===== config.mk =====
export PLATFORM = sky130hd
export DESIGN_NAME = ahb_lite_master
export DESIGN_NICKNAME = d
export VERILOG_FILES = /design/src/rtl/ahb_pkg.sv /design/src/rtl/ahb_lite_master.sv
export SDC_FILE = /design/constraint.sdc
export NUM_CORES = 1
export LEC_CHECK = 0
export CORE_MARGIN = 10
export CORE_UTILIZATION = 25
export DETAILED_ROUTE_END_ITERATION = 12
export GPL_TIMING_DRIVEN = 0
export PLACE_DENSITY_LB_ADDON = 0.2
export SKIP_LAST_GASP = 1
export SYNTH_ARGS = -nofsm -noshare
export SYNTH_HDL_FRONTEND = slang
export SYNTH_SLANG_ARGS = --single-unit

===== constraint.sdc =====
create_clock -name clk -period 2 [get_ports clk]
set_clock_uncertainty 0.1 [all_clocks]
set_input_delay 0.3 -clock clk [delete_from_list [all_inputs] [get_ports clk]]
set_output_delay 0.3 -clock clk [all_outputs]
set_load 0.02 [all_outputs]

===== src/rtl/ahb_pkg.sv =====
// Shared AHB-Lite encodings used by the master and its testbench.
package ahb_pkg;

  // Transfer types; this master only ever issues single NONSEQ transfers.
  localparam logic [1:0] HTRANS_IDLE   = 2'b00;
  localparam logic [1:0] HTRANS_NONSEQ = 2'b10;

  // All transfers are 32-bit words.
  localparam logic [2:0] HSIZE_WORD    = 3'b010;

  // Slave response encodings.
  localparam logic       HRESP_OKAY    = 1'b0;
  localparam logic       HRESP_ERROR   = 1'b1;

endpackage : ahb_pkg


===== src/rtl/ahb_lite_master.sv =====
// AHB-Lite single-transfer master with a two-stage (address / data) pipeline.
// A command enters the address slot, moves to the data slot when the bus
// advances, and produces a one-cycle response pulse when its data phase ends.
module ahb_lite_master
  import ahb_pkg::*;
#(
  parameter int ADDR_W = 32,
  parameter int DATA_W = 32
) (
  input  logic              clk,
  input  logic              rst_n,
  // Command side
  input  logic              cmd_valid,
  output logic              cmd_ready,
  input  logic              cmd_write,
  input  logic [ADDR_W-1:0] cmd_addr,
  input  logic [DATA_W-1:0] cmd_wdata,
  // Response side
  output logic              rsp_valid,
  output logic [DATA_W-1:0] rsp_rdata,
  output logic              rsp_error,
  // AHB-Lite bus
  output logic [ADDR_W-1:0] HADDR,
  output logic              HWRITE,
  output logic [1:0]        HTRANS,
  output logic [2:0]        HSIZE,
  output logic [DATA_W-1:0] HWDATA,
  input  logic [DATA_W-1:0] HRDATA,
  input  logic              HREADY,
  input  logic              HRESP
);

  // Address slot
  logic              a_valid_q, a_valid_d;
  logic [ADDR_W-1:0] haddr_q,   haddr_d;
  logic              hwrite_q,  hwrite_d;
  logic [DATA_W-1:0] a_wdata_q, a_wdata_d;
  // Data slot
  logic              d_valid_q, d_valid_d;
  logic              d_write_q, d_write_d;
  logic [DATA_W-1:0] hwdata_q,  hwdata_d;
  // Response register
  logic              rsp_valid_q, rsp_valid_d;
  logic [DATA_W-1:0] rsp_rdata_q, rsp_rdata_d;
  logic              rsp_error_q, rsp_error_d;

  logic accept;
  logic a_adv;
  logic d_done;

  // Byte-lane bits of the command address are ignored for word transfers.
  logic unused_addr_bits;
  assign unused_addr_bits = ^cmd_addr[1:0];

  // A new command fits if the address slot is empty or is leaving this cycle.
  assign cmd_ready = !a_valid_q || HREADY;
  assign accept    = cmd_valid && cmd_ready;
  assign a_adv     = a_valid_q && HREADY;
  assign d_done    = d_valid_q && HREADY;

  assign HADDR     = haddr_q;
  assign HWRITE    = hwrite_q;
  assign HTRANS    = a_valid_q ? HTRANS_NONSEQ : HTRANS_IDLE;
  assign HSIZE     = HSIZE_WORD;
  assign HWDATA    = hwdata_q;
  assign rsp_valid = rsp_valid_q;
  assign rsp_rdata = rsp_rdata_q;
  assign rsp_error = rsp_error_q;

  // Next-state for both pipeline slots and the response; completion, advance
  // and accept are evaluated in pipeline order so all three can coincide.
  always_comb begin
    // NOTE: every signal gets a default before any branch so no latch is inferred.
    a_valid_d   = a_valid_q;
    haddr_d     = haddr_q;
    hwrite_d    = hwrite_q;
    a_wdata_d   = a_wdata_q;
    d_valid_d   = d_valid_q;
    d_write_d   = d_write_q;
    hwdata_d    = hwdata_q;
    rsp_valid_d = 1'b0;
    rsp_rdata_d = '0;
    rsp_error_d = 1'b0;

    // Data phase ends: report it and empty the data slot.
    if (d_done) begin
      rsp_valid_d = 1'b1;
      rsp_error_d = (HRESP == HRESP_ERROR);
      if (!d_write_q) begin
        rsp_rdata_d = HRDATA;
      end
      d_valid_d = 1'b0;
      d_write_d = 1'b0;
      hwdata_d  = '0;
    end

    // Address phase ends: the transfer becomes the new data phase.
    if (a_adv) begin
      a_valid_d = 1'b0;
      d_valid_d = 1'b1;
      d_write_d = hwrite_q;
      hwdata_d  = hwrite_q ? a_wdata_q : '0;
    end

    // New command refills the address slot (wins over the clear above).
    if (accept) begin
      a_valid_d = 1'b1;
      haddr_d   = {cmd_addr[ADDR_W-1:2], 2'b00};
      hwrite_d  = cmd_write;
      a_wdata_d = cmd_write ? cmd_wdata : '0;
    end
  end

  // Pipeline and response registers with asynchronous clear.
  always_ff @(posedge clk or negedge rst_n) begin
    if (!rst_n) begin
      a_valid_q   <= 1'b0;
      haddr_q     <= '0;
      hwrite_q    <= 1'b0;
      a_wdata_q   <= '0;
      d_valid_q   <= 1'b0;
      d_write_q   <= 1'b0;
      hwdata_q    <= '0;
      rsp_valid_q <= 1'b0;
      rsp_rdata_q <= '0;
      rsp_error_q <= 1'b0;
    end else begin
      // NOTE: non-blocking assignments so every register samples pre-edge values.
      a_valid_q   <= a_valid_d;
      haddr_q     <= haddr_d;
      hwrite_q    <= hwrite_d;
      a_wdata_q   <= a_wdata_d;
      d_valid_q   <= d_valid_d;
      d_write_q   <= d_write_d;
      hwdata_q    <= hwdata_d;
      rsp_valid_q <= rsp_valid_d;
      rsp_rdata_q <= rsp_rdata_d;
      rsp_error_q <= rsp_error_d;
    end
  end

endmodule : ahb_lite_master


======== Yosys cells after proc, flatten, opt, wreduce, memory -nomap -nowiden ========
Cells that the tools add are included.
Widths: inputs -> output; s select.
word-level totals
  flip-flop bits (word level) ............. 132
  input port bits ......................... 102
  output and inout port bits .............. 105
  word-level logic and storage cells ...... 31
operators by class
  mux-type cells .......................... 14
  reduce and logical (&&, ||, !) cells .... 7
operators by type and width
  kind               number
  $mux 32            6
  $mux 1             7
  $reduce_bool 2->1  2
  $logic_and 1x1->1  3
  $mux 2             1
  $logic_not 1->1    1
  $logic_or 1x1->1   1

======== Longest topological paths before layout ========
Gate-level depths: netlist of the first run.
  depth after elaboration ................. 4
  gate-level depth with buffers ........... 5
  mapped depth without buffers ............ 3

======== Least setup slack after synthesis of the first run ========
Ideal clock, no wire load.
  path kind ............................... register -> register
  start ................................... register a_valid_q
  end ..................................... register haddr_q[10] (netlist: HADDR[10])
  arrival ................................. 1.152 ns
  setup slack ............................. 0.623 ns
  cell stages (with the launch flop) ...... 6
  path buffers ............................ 2
  clock period less this slack ............ 1.377 ns
  path through ............................ dfrtp_1 > nand2b_1 > buf_4 > nand2_4 > buf_6 > mux2_4
between the ends
  word-level cells in the longest chain between the ends .. 3
RTL lines
  what                      line                    source
  start: declaration        ahb_lite_master.sv:34   logic a_valid_q, a_valid_d;
  start signal: assignment  ahb_lite_master.sv:129  a_valid_q <= a_valid_d;
  $logic_not 1->1           ahb_lite_master.sv:56   assign cmd_ready = !a_valid_q || HREADY;
  $logic_or 1x1->1          ahb_lite_master.sv:56
  $logic_and 1x1->1         ahb_lite_master.sv:57   assign accept = cmd_valid && cmd_ready;
  end signal: assignment    ahb_lite_master.sv:130  haddr_q <= haddr_d;
  end: declaration          ahb_lite_master.sv:35   logic [ADDR_W-1:0] haddr_q, haddr_d;
Every way passes these cells.
A chain may end at the register's enable or synchronous reset.

======== Worst setup path in the final report of the first run ========
  start ................................... input port HREADY
  end ..................................... output port cmd_ready
between the ends
  word-level cells in the longest chain between the ends .. 1
RTL lines
  what                line                   source
  start: declaration  ahb_lite_master.sv:29  input logic HREADY,
  $logic_or 1x1->1    ahb_lite_master.sv:56
  end: declaration    ahb_lite_master.sv:14  output logic cmd_ready,
Every way passes these cells.

==> metrics.md, run 1 <==
| Metric | Value |
|---|---|
| Status | completed |
| DP Worst Slack | -471 ps |
| Relative slew slack | 57.8% |
| Cell Area, Synth | about 5000 um^2 |
| CTS sink cnt | ~130 |
| Synth area leaders | dfrtp_1 66%, mux2_4 8.3%, a21bo_2 6.4% |
| Gr usage total | a little under an eighth |
| Non-Filler Instances | ~840 |
| First drt pass iteration count | 5 |
| Post-CTS Setup Bufs | 0 |
| Lkg Pwr | roughly 3.6 nW |
| Proportion of layout cells with a drive suffix above 1 | between 20% and 30% |
| Initial core utilization | 25.6% |
| Clock buffer depth | 2 |
| Row cnt | about 50 |
| Register area | 3300 um^2 |
| First-pass GRT wire length | 23700 um |
| DR iter-0 viols | around 120 |
| Layout net count | 660 |
| IO Pins | ~210 |
| Commonest non-fill, non-tap cell in the layout | clkdlybuf4s50_1 |
| Peak Freq | 0.526 GHz |
| CTS tree | built |
| Vias in the first global route | 4106 |
| Clock Tree Root | clkbuf_16 |
| Sequential area share after synthesis | about two thirds |
| Peak supply drop | about 460 uV |
| CORE AREA | slightly below 20000 um^2 |
| Buffer and inverter count on the worst path | 3 |
| Maxcap violations | 0 |
| Die outline area | ~26000 um^2 |
| Synthesized area per cell | roughly 15 um^2 |
| Final min period | around 1900 ps |
| Arrival @ worst endpoint | ~1500 ps |
| Pwr Density | between 900 and 1000 nW/um^2 |
| Ant diodes | 0 |
| Max incr delay on CP | 570 ps |
| CP delay by family, top | buffers and inverters |
| Area grow syn2layout | 57.3% |
| Largest net degree at the start of global routing | a little under 70 |
| DR vias | 3598 |
| Synth top area share | 65.6% |
| Die height | 162 um |
| Crit path kind | in2out |
| Final Hold Vio Count | 0 |
| Synth Warn # | 0 |
| H-tree depth | 4 |
| Buffers on Ports | 196 |
| Final Setup Violations | 0 |
| Skew-Pair Late Insertion Delay | 400 ps |
| Avg WL per Cell | ~18 um |
| Fin crit share | between 90% and 100% |
| Area of the multi-input gates | 1550 um^2 |
| Post-DRT Antenna Nets | 0 |
| Startpoint types | primary input |
| # placed instances | between 800 and 900 |
| Crit-path cells | clkdlybuf4s50_1, nand2b_1, buf_6, clkdlybuf4s15_2 |
| Setup WS post-layout | approximately 100 ps |
| Die W | around 160 um |
| CTS clk-pin slew, worst paths | approximately 50 ps |
| Antenna violations before repair | 0 |
| RSZ-0062 raised after global routing | false |
| Largest area contributor in the netlist | dfrtp_1 |
| Final weighted congestion in routability-driven placement | 0.742 |
| Detailed Place HPWL | 11100 um |
| Number of buffers created by CTS | 17 |
| HP Class | in2reg |
| Remaining Overflow, GRT | 0 |
| Slew @ Worst Pin | 634 ps |
| Setup crit end kind | primary output |
| Number of vias per cell | about 4.3 |
| Distinct cell type count after synthesis | 18 |
| Most frequent cells in the layout | 193 x clkdlybuf4s50_1, 132 x dfrtp_1, 33 x and2_1 |
| CP required | about 1600 ps |
| Slowest CP cell | clkdlybuf4s50_1 |
| Max-slew violations | 0 |
| Max Fanout on Critical Path | 17 |
| Synth Register Bits | about 130 |
| Gate Count Post-Synth | ~340 |
| DRC | 0 |
| Routed wire length | 15000 um |
| Fill count | a little under 2000 |
cells by family after synthesis:
family / after synthesis / synth area share (%)
AOI/OAI and AO/OA: 66 / 12.2
other: 2 / 0.149
muxes: 32 / 9.24
buffers and inverters: 35 / 3.90
DFF: 132 / 65.6
and+or+nand+nor: 71 / 8.94
cell usage after synthesis:
cell and instances:
a22o_1 32, a21bo_2 32, o21ai_1 1, and2b_1 1
conb_1 2, nand4_1 32, dfrtp_1 132, and3_1 2
mux2_2 4, clkbuf_1 14, nand2_4 1, buf_4 8
a21o_1 1, buf_2 10, mux2_4 28, nand2b_1 2
buf_6 3, and2_1 33
per-stage QoR:
| step | TNS, ps | hold WS, ps | instance area, um^2 | total power, mW | util, % |
|---|---|---|---|---|---|
| after detailed placement | -4320 | 236 | 7370 | 4.63 | 37.5 |
| after CTS | 0 | 292 | 7920 | 7.54 | 40.3 |
| after floorplan | 0 | -95.6 | 5050 | 3.81 | - |
| after global routing | 0 | 308 | 7920 | 7.78 | 40.3 |
| after global placement | -626160 | 361 | 7340 | 4.61 | 37.4 |
| final | 0 | 310 | 7920 | 7.40 | 40.3 |
final cells by class:
| cell class | instances | share of cell area [%] |
|---|---|---|
| repair buffers | 198 | 25.3 |
| clock buffers | 21 | 5.69 |
| multi-input cells | 175 | 19.6 |
| well taps | 265 | 4.19 |
| clock inverters | 10 | 1.07 |
| plain buffers | 34 | 2.46 |
| flip-flops and latches | 132 | 41.7 |
state kept, by name (all words and copies together), names as in the netlist:
| register | count |
|---|---|
| HWRITE | 1 |
| a_valid_q | 1 |
| HADDR | 30 |
| a_wdata_q | 32 |
| rsp_rdata | 32 |
| rsp_error | 1 |
| rsp_valid | 1 |
| d_valid_q | 1 |
| HWDATA | 32 |
| d_write_q | 1 |
what timing repair did:
action / CTS / global route
endpoints found under the hold margin: 64 / 0
gates resized for setup: 3 / 2
hold buffers: 1 / 0
pin swaps: 0 / 0
setup endpoints to repair: 1 / 2
routing by layer:
metal,GRT usage [%],part of all wire [%]
met1,14.0,43
met2,18.6,49
met3,4.30,6.9
met4,3.72,0.95
met5,0,0
power breakdown:
group	leakage, nW	total, mW	switching (mW)	internal [mW]
clock	0.254	2.84	1.12	1.72
sequential	1.71	3.09	0.144	2.95
combinational	1.61	1.47	0.664	0.808
total	3.58	7.40	1.92	5.47
final timing paths:
path                            from      endpoint  slack (ps)  cells past startpoint
setup / recovery              HREADY     cmd_ready         100                      4
hold / removal             cmd_valid  a_wdata_q[1]         310                      3
setup reg to reg           d_valid_q    HWDATA[28]         280                      3
hold reg to reg            d_write_q     d_write_q         390                      1
max in group asynchronous      rst_n    HWDATA[23]         680                      3
min in group asynchronous      rst_n     HADDR[22]         360                      2
tightest hold or removal path, stage by stage:
cell,delay [ps]
buf_2,190
nand4_1,100
a21bo_2,190
No activity file was read; power rests on OpenSTA's default activity.
==> run 2, diff against run 1 <==
--- a/config.mk
+++ b/config.mk
@@ -7,8 +7,8 @@
 export LEC_CHECK = 0
 export CORE_MARGIN = 10
 export CORE_UTILIZATION = 25
+export CTS_CLUSTER_SIZE = 28
 export DETAILED_ROUTE_END_ITERATION = 12
-export GPL_TIMING_DRIVEN = 0
 export PLACE_DENSITY_LB_ADDON = 0.2
 export SKIP_LAST_GASP = 1
 export SYNTH_ARGS = -nofsm -noshare
==> run 2 against run 1 <==
Net effect:
- cell area grew 1.4%
- cell count decreased by 1.4%
- first-iteration DRC count increased by 6.5%
- worst hold slack lost 20 ps
- highest routed layer unchanged
==> metrics.md, run 2 (synthesis results as in run 1) <==
| Metric | Value |
|---|---|
| Sw frac | approximately 25% |
| Buffer and inverter count on the worst path | 1 |
| Post-CTS Setup Bufs | 0 |
| Number of vias per cell | ~4.3 |
| First-pass GRT wire length | roughly 23000 um |
| Cell count of the worst reg-to-reg path | 5 |
| Relative slew slack | between 60 and 70% |
| Antenna violations before repair | 0 |
| Number of buffers created by CTS | 17 |
| Most frequent cells in the layout | 196 x clkdlybuf4s50_1, 132 x dfrtp_1, 33 x and2_1 |
| RSZ-0062 raised after global routing | false |
| Clock Tree Root | clkbuf_16 |
| CP required | ~1600 ps |
| Pwr Density | between 900 and 1000 nW/um^2 |
| Commonest non-fill, non-tap cell in the layout | clkdlybuf4s50_1 |
| Maxcap violations | 0 |
| Flop pwr share | about two fifths |
| Final weighted congestion in routability-driven placement | ~0.76 |
| Max-slew violations | 0 |
| Max Fanout on Critical Path | 5 |
| DR vias | approximately 3600 |
| First drt pass iteration count | 4 |
| Buffers on Ports | between 150 and 200 |
| Initial core utilization | between 20% and 30% |
| Layout Utilization | 40.9% |
| Arrival @ worst endpoint | 1500 ps |
| Combinational fraction of design power | about a fifth |
| IO Pins | approximately 210 |
| Crit-path cells | clkdlybuf4s50_1 |
| Status | completed |
| Die W | 162 um |
| Final Hold Vio Count | 0 |
| Fin crit share | a little over nine tenths |
| Startpoint types | register |
| CP delay by family, top | buffers and inverters |
| Layout net count | 647 |
| Worst r2r src | a_valid_q |
| Area grow syn2layout | 59.5% |
| Vias in the first global route | roughly 4000 |
| Peak Freq | between 0.5 and 0.6 GHz |
| Setup WS post-layout | 102 ps |
| CORE AREA | around 20000 um^2 |
| Row cnt | ~50 |
| Design Power | 7.96 mW |
| Ant diodes | 0 |
| Remaining Overflow, GRT | 0 |
| Sw Pwr | just under 2 mW |
| Largest net degree at the start of global routing | 52 |
| Detailed Place HPWL | between 10000 and 15000 um |
| Lkg Pwr | approximately 3.6 nW |
| Max incr delay on CP | approximately 670 ps |
| Final Setup Violations | 0 |
| Skew-Pair Late Insertion Delay | around 410 ps |
| Crit path kind | reg2out |
| H-tree depth | 4 |
| DP Worst Slack | -11.2 ps |
| Gr usage total | 11.3% |
| DR iter-0 viols | roughly 130 |
| Fill count | roughly 1900 |
| Slew @ Worst Pin | roughly 500 ps |
| FF-to-FF End | HADDR[31] |
| CTS clk-pin slew, worst paths | approximately 60 ps |
| Final min period | about 1900 ps |
| Post-DRT Antenna Nets | 0 |
| Die outline area | ~26000 um^2 |
| Clock power share | 42.6% |
| Peak supply drop | between 500 and 600 uV |
| Die height | between 150 and 200 um |
| DRC | 0 |
| Proportion of layout cells with a drive suffix above 1 | a little over a fifth |
| Avg WL per Cell | 18.0 um |
| Reg2Reg Setup Slack | between 300 and 400 ps |
| CTS sink cnt | about 130 |
| Internal cell power | around 6 mW |
| Clock buffer depth | 2 |
| HP Class | in2async |
| Setup crit end kind | primary output |
| Placed Area | between 7000 and 8000 um^2 |
| Routed wire length | approximately 15000 um |
| CTS tree | built |
| Design Area, Final | around 8000 um^2 |
| Slowest CP cell | clkdlybuf4s50_1 |
==> run 2: changes by cell type in the layout (fill, tap and decap cells not counted), sizes merged, moves of 2 or more <==
cell	previous run	this run
bufinv	1	5
clkbuf	35	19
clkdlybuf4s50	193	196
clkinvlp	4	2
==> run 2: what timing repair did <==
action,CTS,global route
setup endpoints to repair,1,0
hold buffers,1,0
endpoints found under the hold margin,47,0
gates resized for setup,1,0
==> run 2: power by group through the flow <==
stage / registers (mW) / clock network, mW / logic (mW)
global placement: 3.13 / 0 / 1.48
detailed placement: 3.14 / 0 / 1.50
CTS: 3.09 / 3.51 / 1.51
global route: 3.12 / 3.62 / 1.58
finish: 3.09 / 3.39 / 1.48
floorplan: 3.36 / 0 / 0.454
==> run 2: worst max-delay path by stage <==
stage	from	endpoint	slack, ps	cells past startpoint
floorplan	a_valid_q	HADDR[10]	620	5
global placement	HREADY	cmd_ready	-40	3
detailed placement	HREADY	cmd_ready	-10	3
CTS	a_valid_q	HTRANS[1]	50	1
global route	a_valid_q	HTRANS[1]	10	1
finish	a_valid_q	HTRANS[1]	100	1
==> run 2: cell type report <==
cell class,instances,area [um^2],share of cell area [%]
flip-flops and latches,132,3300,41.1
multi-input cells,175,1560,19.4
clock inverters,13,206,2.57
repair buffers,219,2190,27.3
well taps,265,332,4.13
clock buffers,19,443,5.51
==> run 2: metal layers <==
layer | global-route usage [%] | part of all wire (%) | vias up
li1 | - | - | 1614
met4 | 4.55 | 1.7 | 0
met1 | 13.5 | 44 | 1796
met2 | 18.1 | 48 | 124
met3 | 4.32 | 6.7 | 18
met5 | 0 | 0 | -
==> run 2: metrics by stage <==
stage,TNS [ps],std cells,hold WS [ps]
6_report,0,823,289
5_1_grt,0,823,322
4_1_cts,0,823,307
3_5_place_dp,-19.5,790,178
3_3_place_gp,-55.6,790,171
2_1_floorplan,0,342,-95.6
==> run 3, diff against run 2 <==
--- a/config.mk
+++ b/config.mk
@@ -6,7 +6,8 @@
 export NUM_CORES = 1
 export LEC_CHECK = 0
 export CORE_MARGIN = 10
-export CORE_UTILIZATION = 25
+export CORE_UTILIZATION = 43
+export CTS_CLUSTER_DIAMETER = 80
 export CTS_CLUSTER_SIZE = 28
 export DETAILED_ROUTE_END_ITERATION = 12
 export PLACE_DENSITY_LB_ADDON = 0.2
==> run 3 against run 2 <==
Net effect:
- sequential power hardly changed
- count of clock-buffer cells in the layout grew 8
- die area down 37%
- first-iteration DRC count increased by 65%
- critical path type unchanged
- fmax rose by 1.5%
- sequential share of layout area rose by 1.3 points
- worst hold slack improved by 49 ps
- register-to-register slack better by 30 ps
- routed wire length shrank 4.1%
==> metrics.md, run 3 (synthesis results as in run 1) <==
| Metric | Value |
|---|---|
| Max-slew violations | 0 |
| Pwr Density | ~970 nW/um^2 |
| Area grow syn2layout | 54.6% |
| Final min period | between 1500 and 2000 ps |
| Post-DRT Antenna Nets | 0 |
| Detailed Place HPWL | 10200 um |
| Avg WL per Cell | slightly above 20 um |
| Largest net degree at the start of global routing | 63 |
| CTS clk-pin slew, worst paths | ~50 ps |
| Fin crit share | roughly 94% |
| Routed wire length | 14200 um |
| Peak Freq | 0.535 GHz |
| Setup crit end kind | primary output |
| CORE AREA | between 10000 and 15000 um^2 |
| Arrival @ worst endpoint | approximately 1500 ps |
| Design Area, Final | approximately 7800 um^2 |
| Final Hold Vio Count | 0 |
| Final Setup Violations | 0 |
| Crit-path cells | clkdlybuf4s50_1 |
| Lkg Pwr | 3.58 nW |
| Peak supply drop | just over 700 uV |
| Slowest CP cell | clkdlybuf4s50_1 |
| Initial core utilization | between 40% and 50% |
| Slew @ Worst Pin | approximately 750 ps |
| DR vias | between 3000 and 4000 |
| Die W | around 130 um |
| CTS tree | built |
| Remaining Overflow, GRT | 0 |
| DRC | 0 |
| Max Fanout on Critical Path | 5 |
| Clock buffer depth | 2 |
| CP delay by family, top | buffers and inverters |
| Post-CTS Setup Bufs | 0 |
| DR iter-0 viols | about 220 |
| Number of vias per cell | slightly above 5 |
| Clock Tree Root | clkbuf_16 |
| Max incr delay on CP | approximately 660 ps |
| Gr usage total | between 15 and 20% |
| Worst r2r src | d_valid_q |
| Commonest non-fill, non-tap cell in the layout | clkdlybuf4s50_1 |
| Proportion of layout cells with a drive suffix above 1 | 19.5% |
| Die height | roughly 130 um |
| First-pass GRT wire length | 22200 um |
| Vias in the first global route | about 3900 |
| Most frequent cells in the layout | 196 x clkdlybuf4s50_1, 132 x dfrtp_1, 33 x and2_1 |
| First drt pass iteration count | 4 |
| Die outline area | approximately 16000 um^2 |
| Ant diodes | 0 |
| Buffers on Ports | between 150 and 200 |
| Critical Path Start | a_valid_q |
| HP Class | in2async |
| Crit path kind | reg2out |
| Skew-Pair Late Insertion Delay | approximately 400 ps |
| Final weighted congestion in routability-driven placement | between 0.7 and 0.8 |
| Antenna violations before repair | 0 |
| Number of buffers created by CTS | 17 |
| Status | completed |
| Buffer and inverter count on the worst path | 1 |
| H-tree depth | 4 |
| Non-Filler Instances | between 600 and 700 |
| Hold WS | 338 ps |
| Startpoint types | register |
| Relative slew slack | about half |
| CTS sink cnt | 132 |
| Layout net count | between 600 and 700 |
| Row cnt | 39 |
| Placed Area | approximately 7200 um^2 |
| CP required | around 1600 ps |
| Maxcap violations | 0 |
| RSZ-0062 raised after global routing | false |
| IO Pins | between 200 and 250 |
| # placed instances | 664 |
==> run 3: cell count changes in the layout (fill, tap and decap cells not counted) <==
| cell | previous run | this run |
|---|---|---|
| buf_4 | 16 | 11 |
| clkbuf_1 | 1 | 6 |
| bufinv_16 | 5 | 2 |
| clkbuf_8 | 1 | 4 |
| clkinv_4 | 3 | 0 |
| clkinvlp_4 | 2 | 0 |
| buf_12 | 4 | 5 |
| clkinv_2 | 3 | 2 |
==> run 3: report_power, final <==
part           leakage (nW)  switching [mW]  internal, mW
combinational          1.59           0.663         0.811
clock                 0.281            1.02          1.96
sequential             1.71           0.148          2.95
total                  3.58            1.83          5.71
==> run 3: path summary, 6_finish.rpt <==
check	end	slack, ps	cells after the start
worst max-delay path	HTRANS[1]	130	1
max in group asynchronous	rsp_rdata[26]	760	3
worst min register to register	a_wdata_q[26]	390	1
min in group clk	rsp_rdata[19]	350	2
worst max register to register	rsp_rdata[25]	400	3
worst min-delay path	HWDATA[14]	340	2
==> run 3: repair_timing <==
action / in CTS / in global routing
setup endpoints to repair: 1 / 0
hold endpoints to repair: 58 / 0
resized for setup: 1 / 0
hold buffers: 1 / 0
==> run 3: worst register-to-register path, stage by stage, from the launching register on <==
cell	delay, ps
dfrtp_1	380
and2_1	170
and2b_1	620
and2_1	240
==> run 3: layer usage <==
metal  vias to the layer above  routed length (um)  part of all wire (%)  track usage [%]
met1                      1805                5540                    39             19.6
met5                         -                   0                     0                0
met4                         0                 251                   1.8             7.15
met2                       117                7500                    53             29.5
met3                        17                 943                   6.6             6.37
li1                       1594                   -                     -                -
==> run 3: stage by stage <==
| stage | setup slack, ps | utilization [%] | setup TNS (ps) | total power, mW |
|---|---|---|---|---|
| 4_1_cts | 95.0 | 67.9 | 0 | 7.63 |
| 5_1_grt | 67.6 | 67.9 | 0 | 7.86 |
| 3_5_place_dp | -90.5 | 62.8 | -2410 | 4.62 |
| 6_report | 130 | 67.9 | 0 | 7.54 |
| 3_3_place_gp | -54.9 | 62.8 | -1460 | 4.59 |
| 2_1_floorplan | 623 | - | 0 | 3.81 |
==> run 3: final cells by class <==
cell class / count / area [um^2]
clock inverters: 4 / 70.1
well taps: 143 / 179
flip-flops and latches: 132 / 3300
fillers: 843 / 3680
multi-input cells: 175 / 1560
repair buffers: 215 / 2170
clock buffers: 27 / 503
